## config.mk

```make
export PLATFORM = sky130hd
export DESIGN_NAME = dcache_refill_ctrl
export DESIGN_NICKNAME = d
export VERILOG_FILES = /design/src/rtl/dcache_refill_ctrl.sv
export SDC_FILE = /design/constraint.sdc
export NUM_CORES = 1
export LEC_CHECK = 0
export BUFFER_PORTS_ARGS = -buffer_cell sky130_fd_sc_hd__buf_2
export CORE_ASPECT_RATIO = 0.7
export CORE_MARGIN = 1.5
export CORE_UTILIZATION = 40
export DETAILED_ROUTE_END_ITERATION = 6
export PLACE_DENSITY_LB_ADDON = 0.25
export SETUP_SLACK_MARGIN = 0.15
export SYNTH_ARGS = -nofsm -noshare
export SYNTH_HDL_FRONTEND = slang
export SYNTH_SLANG_ARGS = --single-unit
```

## constraint.sdc

```tcl
create_clock -name clk -period 1.9 [get_ports clk]
set_input_delay 0.095 -clock clk [delete_from_list [all_inputs] [get_ports clk]]
set_output_delay 0.095 -clock clk [all_outputs]
set_load 0.05 [all_outputs]
```

## src/rtl/dcache_refill_ctrl.sv

```systemverilog
// dcache_refill_ctrl: data-cache miss handler.
// Writes back a dirty victim line, refills the missing line, then installs it.
module dcache_refill_ctrl #(
   parameter int ADDR_WIDTH      = 32,
   parameter int LINE_WORDS_LOG2 = 4
) (
   input  logic                       clk,
   input  logic                       rst,
   input  logic                       cpu_req,
   input  logic [ADDR_WIDTH-1:0]      mem_addr_i,
   input  logic                       hit,
   input  logic                       write_back,
   input  logic [ADDR_WIDTH-1:0]      last_addr,
   output logic [LINE_WORDS_LOG2-1:0] victim_word_sel,
   input  logic [31:0]                victim_rdata,
   output logic                       refill_we,
   output logic [LINE_WORDS_LOG2-1:0] refill_word_sel,
   output logic [31:0]                refill_wdata,
   output logic                       ram_ce,
   output logic                       ram_we,
   output logic [ADDR_WIDTH-1:0]      ram_addr,
   output logic [31:0]                ram_wdata,
   input  logic [31:0]                ram_rdata,
   input  logic                       ram_ready,
   output logic                       stall,
   output logic                       cache_ok
);

   localparam int OFF = LINE_WORDS_LOG2 + 2;
   localparam logic [ADDR_WIDTH-1:0] OFF_MASK = ADDR_WIDTH'((1 << OFF) - 1);

   typedef enum logic [1:0] {
      IDLE,
      WB,
      REFILL,
      DONE
   } state_t;

   state_t                     state, state_nxt;
   logic [LINE_WORDS_LOG2-1:0] cnt, cnt_nxt;
   logic [ADDR_WIDTH-1:0]      line_addr;
   logic [ADDR_WIDTH-1:0]      victim_addr;
   logic [ADDR_WIDTH-1:0]      word_off;
   logic                       miss;
   logic                       last_word;

   assign miss      = cpu_req & ~hit;
   assign last_word = (cnt == '1);
   // Bases are line-aligned, so OR-ing the offset can never carry upward.
   assign word_off  = ADDR_WIDTH'({cnt, 2'b00});

   always_ff @(posedge clk) begin
      if (rst) begin
         state       <= IDLE;
         cnt         <= '0;
         line_addr   <= '0;
         victim_addr <= '0;
      end else begin
         state <= state_nxt;
         cnt   <= cnt_nxt;
         if (state == IDLE && miss) begin
            line_addr   <= mem_addr_i & ~OFF_MASK;
            victim_addr <= last_addr & ~OFF_MASK;
         end
      end
   end

   always_comb begin
      state_nxt       = state;
      cnt_nxt         = cnt;
      stall           = 1'b0;
      cache_ok        = 1'b0;
      ram_ce          = 1'b0;
      ram_we          = 1'b0;
      ram_addr        = '0;
      ram_wdata       = '0;
      victim_word_sel = '0;
      refill_we       = 1'b0;
      refill_word_sel = '0;
      refill_wdata    = '0;
      if (!rst) begin
         unique case (state)
            IDLE: begin
               stall = miss;
               if (miss) begin
                  state_nxt = write_back ? WB : REFILL;
                  cnt_nxt   = '0;
               end
            end
            WB: begin
               stall           = 1'b1;
               ram_ce          = 1'b1;
               ram_we          = 1'b1;
               ram_addr        = victim_addr | word_off;
               victim_word_sel = cnt;
               ram_wdata       = victim_rdata;
               if (ram_ready) begin
                  cnt_nxt = cnt + 1'b1;
                  if (last_word) state_nxt = REFILL;
               end
            end
            REFILL: begin
               stall           = 1'b1;
               ram_ce          = 1'b1;
               ram_addr        = line_addr | word_off;
               refill_we       = ram_ready;
               refill_word_sel = cnt;
               refill_wdata    = ram_rdata;
               if (ram_ready) begin
                  cnt_nxt = cnt + 1'b1;
                  if (last_word) state_nxt = DONE;
               end
            end
            DONE: begin
               stall     = 1'b1;
               cache_ok  = 1'b1;
               state_nxt = IDLE;
            end
            default: state_nxt = IDLE;
         endcase
      end
   end

endmodule

```

==> impl_metrics.py, run 1 <==
metrics = {
    "cells_and_area": {
        "drive_gt1_share_pct": 62.7,
        "syn2layout_area_growth_pct": 108,
        "final_area_mm2": 0.00658,
        "finalNetCount": 823,
        "diodes": 0,
        "fillers": 368,
    },
    "routing": {
        "dr.pass1.iters": 5,
        "dr.first_iter.drc_count": 265,
        "vias": 4208,
        "drt-total-wl_um": 15600,
        "drt-wirelength-per-cell_um": 19.9,
        "route.antenna.remaining_nets": 0,
        "avgViaCountPerCell": 5.36,
        "drc": 0,
    },
    "clocking": {
        "numCtsBuffers": 9,
        "clockRootBuffer": "clkbuf_16",
        "htree_levels": 3,
        "path_clk_slew_ps": 50,
        "cts_tree": "done",
        "clockBufferDepth": 2,
        "cts.sinks": 58,
        "insertion_delay_ps": 330,
    },
    "place": {
        "place_area_mm2": 0.00440,
        "io_buffers": 228,
        "dp_hpwl_um": 7400,
        "routabilityCongestion": 0.810,
    },
    "synth": {
        "yosys_warnings": 0,
        "synth_area_mm2": 0.00316,
        "synth.avg_cell_area_um2": 7.34,
        "ys_ff_latch": 58,
        "yosysSeqAreaShare_pct": 36.8,
        "synth.distinct_cells": 27,
        "synth_cells": 430,
    },
    "global_route": {
        "grt_pass1_vias": 3793,
        "grtUsageTotal_pct": 28.5,
        "grt_max_degree": 53,
        "antenna_found_initial": 1,
        "grt-ovfl-total": 0,
        "grt_first_pass_wirelength_um": 18600,
    },
    "timing": {
        "fin_crit_ps": 1920,
        "finalSetupTns_ps": -36.9,
        "finalHoldViolCount": 0,
        "skew_ps": 4.83,
        "setup_viol": 4,
        "finalMaxSlewViolations": 0,
        "period_share_pct": 101,
        "max_freq_mhz": 520,
        "rsz0062_at_grt": "true",
        "fin_ws_ps": -24.2,
    },
    "die": {
        "die_w_um": 109,
        "start_util_pct": 42.2,
        "ios": 243,
        "fp.coreArea_mm2": 0.00748,
        "dieArea_mm2": 0.00844,
        "rows": 26,
        "die_h_um": 77.3,
    },
    "power_and_ir_drop": {
        "p_leak_nw": 2.85,
        "vdd_drop_max_v": 0.000723,
        "power_density_mw_per_mm2": 1230,
    },
    "min_path": {
        "hp-class": "input port to flop",
    },
    "worst_setup_path": {
        "critical_path_class": "flop to output pin",
        "cp-end-kind": "output pin",
        "crit_fanout": 8,
        "cp.required_ps": 1800,
        "start_kind": "flop",
        "arrival_ps": 1830,
    },
    "outcome": {
        "violations": "negative setup slack",
        "outcome": "complete, but fails checks",
    },
    "job": {
        "maxCapViolCount": 0,
    },
}
==> layer usage <==
layer / wire length (um) / track usage [%]
met1: 5540 / 33.7
met2: 8210 / 49.4
met3: 1150 / 7.06
met4: 702 / 10.3
met5: 12 / 0
==> cells in the final DEF (no fill, tap or decap), drive strengths merged <==
cell / netlist / final
nand2: 104 / 104
mux2i: 4 / 4
or2: 2 / 2
nor2b: 4 / 4
a21oi: 55 / 55
clkinvlp: 0 / 3
clkinv: 0 / 2
a221oi: 1 / 1
inv: 5 / 6
dfxtp: 58 / 58
a22oi: 26 / 26
conb: 1 / 2
xnor2: 3 / 3
and2: 78 / 78
o21ba: 1 / 1
dlygate4sd3: 0 / 1
nand3: 2 / 2
a211oi: 3 / 3
nor2: 36 / 36
buf: 21 / 267
clkbuf: 16 / 19
nand2b: 2 / 2
o21bai: 1 / 1
ha: 7 / 7
==> worst max-delay path, stage by stage (launching register included) <==
cell and delay (ps):
dfxtp_4 410, inv_6 60, ha_4 180, buf_12 130, buf_12 120, buf_16 140
a22oi_2 200, nor2_2 90, buf_6 160
==> repair_timing <==
action                                 CTS  global route
gates resized for setup                292           180
endpoints found under the hold margin    1             0
cloned                                   5             6
pin swaps                               27            67
hold buffers                             1             0
setup endpoints to repair              107           107
setup buffers                            8            13
==> cells by family (layout without fill, tap and decap cells) <==
| group | Yosys count | after routing | synth area share [%] |
|---|---|---|---|
| AOI/OAI and AO/OA | 87 | 87 | 17.1 |
| xor gates and xnor gates | 3 | 3 | 0.832 |
| buffers and inverters | 42 | 298 | 7.02 |
| muxes | 4 | 4 | 1.27 |
| adders and majority gates | 7 | 7 | 2.77 |
| other | 1 | 2 | 0.119 |
| DFF | 58 | 58 | 36.8 |
| and+or+nand+nor | 228 | 228 | 34.1 |
==> power breakdown <==
group	internal, mW	switching, mW
clock	0.916	0.602
sequential	1.39	0.179
combinational	2.28	2.70
==> state kept, by name, summed over array words and instances (netlist names) <==
signal and cells:
cnt 4, victim_addr 26, line_addr 26, state 2
==> synth_stat cells, drive strengths merged <==
master    n  area (um2)
or2       2        12.5
inv       5        18.8
clkbuf   16        60.1
a21oi    55         275
a221oi    1        26.3
buf      21         143
and2     78         488
mux2i     4        40.0
nand2   104         390
conb      1        3.75
nand2b    2        12.5
o21bai    1        11.3
nor2b     4        25.0
xnor2     3        26.3
nor2     36         138
dfxtp    58        1160
ha        7        87.6
nand3     2        10.0
a22oi    26         195
a211oi    3        22.5
o21ba     1        10.0
==> cell type report <==
cell class / count / area [um2] / share of cell area (%)
tap: 98 / 123 / 1.86
clock buffer: 10 / 239 / 3.63
timing repair buffer: 277 / 2700 / 41.0
clock inverter: 6 / 41.3 / 0.627
sequential: 58 / 1170 / 17.8
inverter: 5 / 28.8 / 0.437
multi-input combinational: 331 / 2280 / 34.7
==> final timing paths <==
path,start,to,slack (ps),depth (start not counted)
min reg2reg,line_addr[20],line_addr[20],460,2
max,state[1],ram_addr[16],-20,8
max reg2reg,state[1],state[1],110,7
min,mem_addr_i[11],line_addr[11],4,3
==> through the flow <==
| step | setup slack, ps | util (%) | hold WS, ps | total power, mW | std cells |
|---|---|---|---|---|---|
| 6_report | -24.2 | 87.9 | 3.79 | 8.07 | 785 |
| 5_1_grt | -48.3 | 87.9 | 5.94 | 8.33 | 785 |
| 4_1_cts | 94.6 | 76.7 | 0.127 | 6.80 | 766 |
| 3_5_place_dp | 67.1 | 58.7 | 335 | 4.29 | 736 |
| 3_3_place_gp | 154 | 58.7 | 331 | 4.24 | 736 |
| 2_1_floorplan | -49.4 | - | 231 | 3.55 | 431 |
No activity file was read; power rests on OpenSTA's default activity.
==> run 2, diff against run 1 <==
--- a/config.mk
+++ b/config.mk
@@ -5,12 +5,13 @@
 export SDC_FILE = /design/constraint.sdc
 export NUM_CORES = 1
 export LEC_CHECK = 0
-export BUFFER_PORTS_ARGS = -buffer_cell sky130_fd_sc_hd__buf_2
+export BUFFER_PORTS_ARGS = -buffer_cell sky130_fd_sc_hd__buf_4
 export CORE_ASPECT_RATIO = 0.7
 export CORE_MARGIN = 1.5
 export CORE_UTILIZATION = 40
 export DETAILED_ROUTE_END_ITERATION = 6
 export PLACE_DENSITY_LB_ADDON = 0.25
+export RECOVER_POWER = 100
 export SETUP_SLACK_MARGIN = 0.15
 export SYNTH_ARGS = -nofsm -noshare
 export SYNTH_HDL_FRONTEND = slang
==> run 2 against run 1 <==
The flow now finishes without violations; largest power group unchanged; clock skew down 1.1 ps; largest cell class unchanged; cell count down 2.5%; wire length down 12%; count of clock-buffer cells in the layout up 4; die area unchanged; cell area down 7.4%; first-iteration DRC count up 15%; non-clock buffer count down 20; setup slack better by 54 ps; highest routed layer is now met4.
==> impl_metrics.py, run 2 (synthesized netlist as in run 1, its figures left out) <==
metrics = {
    "cells_and_area": {
        "stdcell_count": 765,
        "final_cell_mix": "156 x buf_4, 104 x nand2_1, 66 x buf_6",
        "diodes": 0,
        "layout_commonest_cell": "buf_4",
        "fin_util_pct": 81.4,
        "drive_gt1_share_pct": 54.3,
        "finalNetCount": 803,
        "final_area_mm2": 0.00609,
        "syn2layout_area_growth_pct": 92.9,
        "top_regs": "line_addr: 26 flops, victim_addr: 26 flops, cnt: 4 flops",
    },
    "timing": {
        "relSlewSlack_pct": 58.5,
        "tightest_slew_ps": 625,
        "setup_viol": 0,
        "period_share_pct": 98.5,
        "rsz0062_at_grt": "true",
        "finalHoldViolCount": 0,
        "holdWs_ps": 20.1,
        "fin_crit_ps": 1870,
        "finalMaxSlewViolations": 0,
        "max_freq_mhz": 535,
        "skew_ps": 3.71,
    },
    "clocking": {
        "path_clk_slew_ps": 50,
        "htree_levels": 3,
        "clockBufferDepth": 2,
        "insertion_delay_ps": 320,
        "cts.sinks": 58,
        "cts_tree": "done",
        "clockRootBuffer": "clkbuf_16",
        "numCtsBuffers": 9,
    },
    "min_path": {
        "holdPathEnd": "line_addr[23]",
        "hp-class": "input port to flop",
        "whs_path_depth": 3,
        "min-delay-start": "mem_addr_i[23]",
    },
    "die": {
        "start_util_pct": 42.2,
        "die_h_um": 77.3,
        "fp.coreArea_mm2": 0.00748,
        "die_w_um": 109,
        "rows": 26,
        "dieArea_mm2": 0.00844,
        "ios": 243,
    },
    "routing": {
        "route.antenna.remaining_nets": 0,
        "dr.first_iter.drc_count": 305,
        "drc": 0,
        "drt-wirelength-per-cell_um": 18.0,
        "drt-total-wl_um": 13700,
        "vias": 3974,
        "avgViaCountPerCell": 5.19,
        "dr.pass1.iters": 5,
    },
    "global_route": {
        "use_met2_pct": 50.7,
        "antenna_found_initial": 0,
        "grtUsageMet3_pct": 8.93,
        "grt-ovfl-total": 0,
        "gr-max-usage-layer": "met2",
        "grt_first_pass_wirelength_um": 19100,
        "grt_pass1_vias": 3876,
        "grt_max_degree": 54,
        "met1_usage_pct": 33.7,
        "grtUsageTotal_pct": 29.2,
    },
    "worst_setup_path": {
        "reg2reg_depth": 8,
        "rrSetupSlack_ps": 40,
        "arrival_ps": 1780,
        "cp-end-kind": "output pin",
        "cp-startpoint": "state[1]",
        "r2r_end": "victim_addr[15]",
        "start_kind": "flop",
        "rr_startpoint": "state[1]",
        "crit_fanout": 9,
        "cp.required_ps": 1800,
        "critical_path_class": "flop to output pin",
    },
    "power_and_ir_drop": {
        "power_mw": 7.09,
        "vdd_drop_max_v": 0.000612,
        "p_leak_nw": 2.66,
        "power_density_mw_per_mm2": 1160,
    },
    "place": {
        "dp_hpwl_um": 7800,
        "dp_cells": 732,
        "place_area_mm2": 0.00492,
        "io_buffers": 228,
        "routabilityCongestion": 0.788,
    },
    "job": {
        "maxCapViolCount": 0,
    },
    "outcome": {
        "outcome": "complete, no violations",
    },
}
==> run 2: where the power goes <==
group,switching [mW],internal [mW]
logic,2.40,1.64
registers,0.135,1.39
clock network,0.534,0.984
total,3.07,4.02
==> run 2: worst max-delay path, cell delays in order, from the launching register on <==
cell and delay, ps:
dfxtp_4 360, inv_4 60, ha_4 120, buf_6 90
nor2b_4 210, buf_12 150, buf_8 140, and2_1 160
buf_6 160
==> run 2: repair_timing <==
action | CTS | global route
buffers inserted | 10 | 1
pin swaps | 10 | 2
cloned | 6 | 0
resized for setup | 214 | 64
hold endpoints to repair | 0 | 0
setup endpoints to repair | 108 | 112
hold buffers | 0 | 0
==> run 2: routing by layer <==
metal	up-vias	part of all wire (%)	routed length, um
li1	1853	-	-
met1	1884	36	4970
met2	205	52	7160
met3	32	8.7	1200
met4	0	3.0	413
met5	-	0	0
==> run 2: worst max path at each step <==
stage	to	slack [ps]	depth (start not counted)
after CTS	ram_wdata[11]	70	8
after global routing	victim_addr[15]	-90	8
after detailed placement	state[1]	80	6
final	ram_wdata[31]	30	8
after floorplan	ram_addr[12]	-50	6
after global placement	state[1]	130	6
==> run 2: metrics by stage <==
stage	setup slack [ps]	TNS, ps
floorplan	-49.4	-957
global placement	134	0
detailed placement	84.7	0
CTS	66.9	0
global route	-86.7	-170
finish	29.4	0
==> run 2: cell type report <==
type	instances	area (um2)
multi-input combinational	331	2130
fill	515	1390
sequential	58	1170
tap	98	123
clock inverter	2	10.0
clock buffer	14	274
inverter	5	21.3
timing repair buffer	257	2360
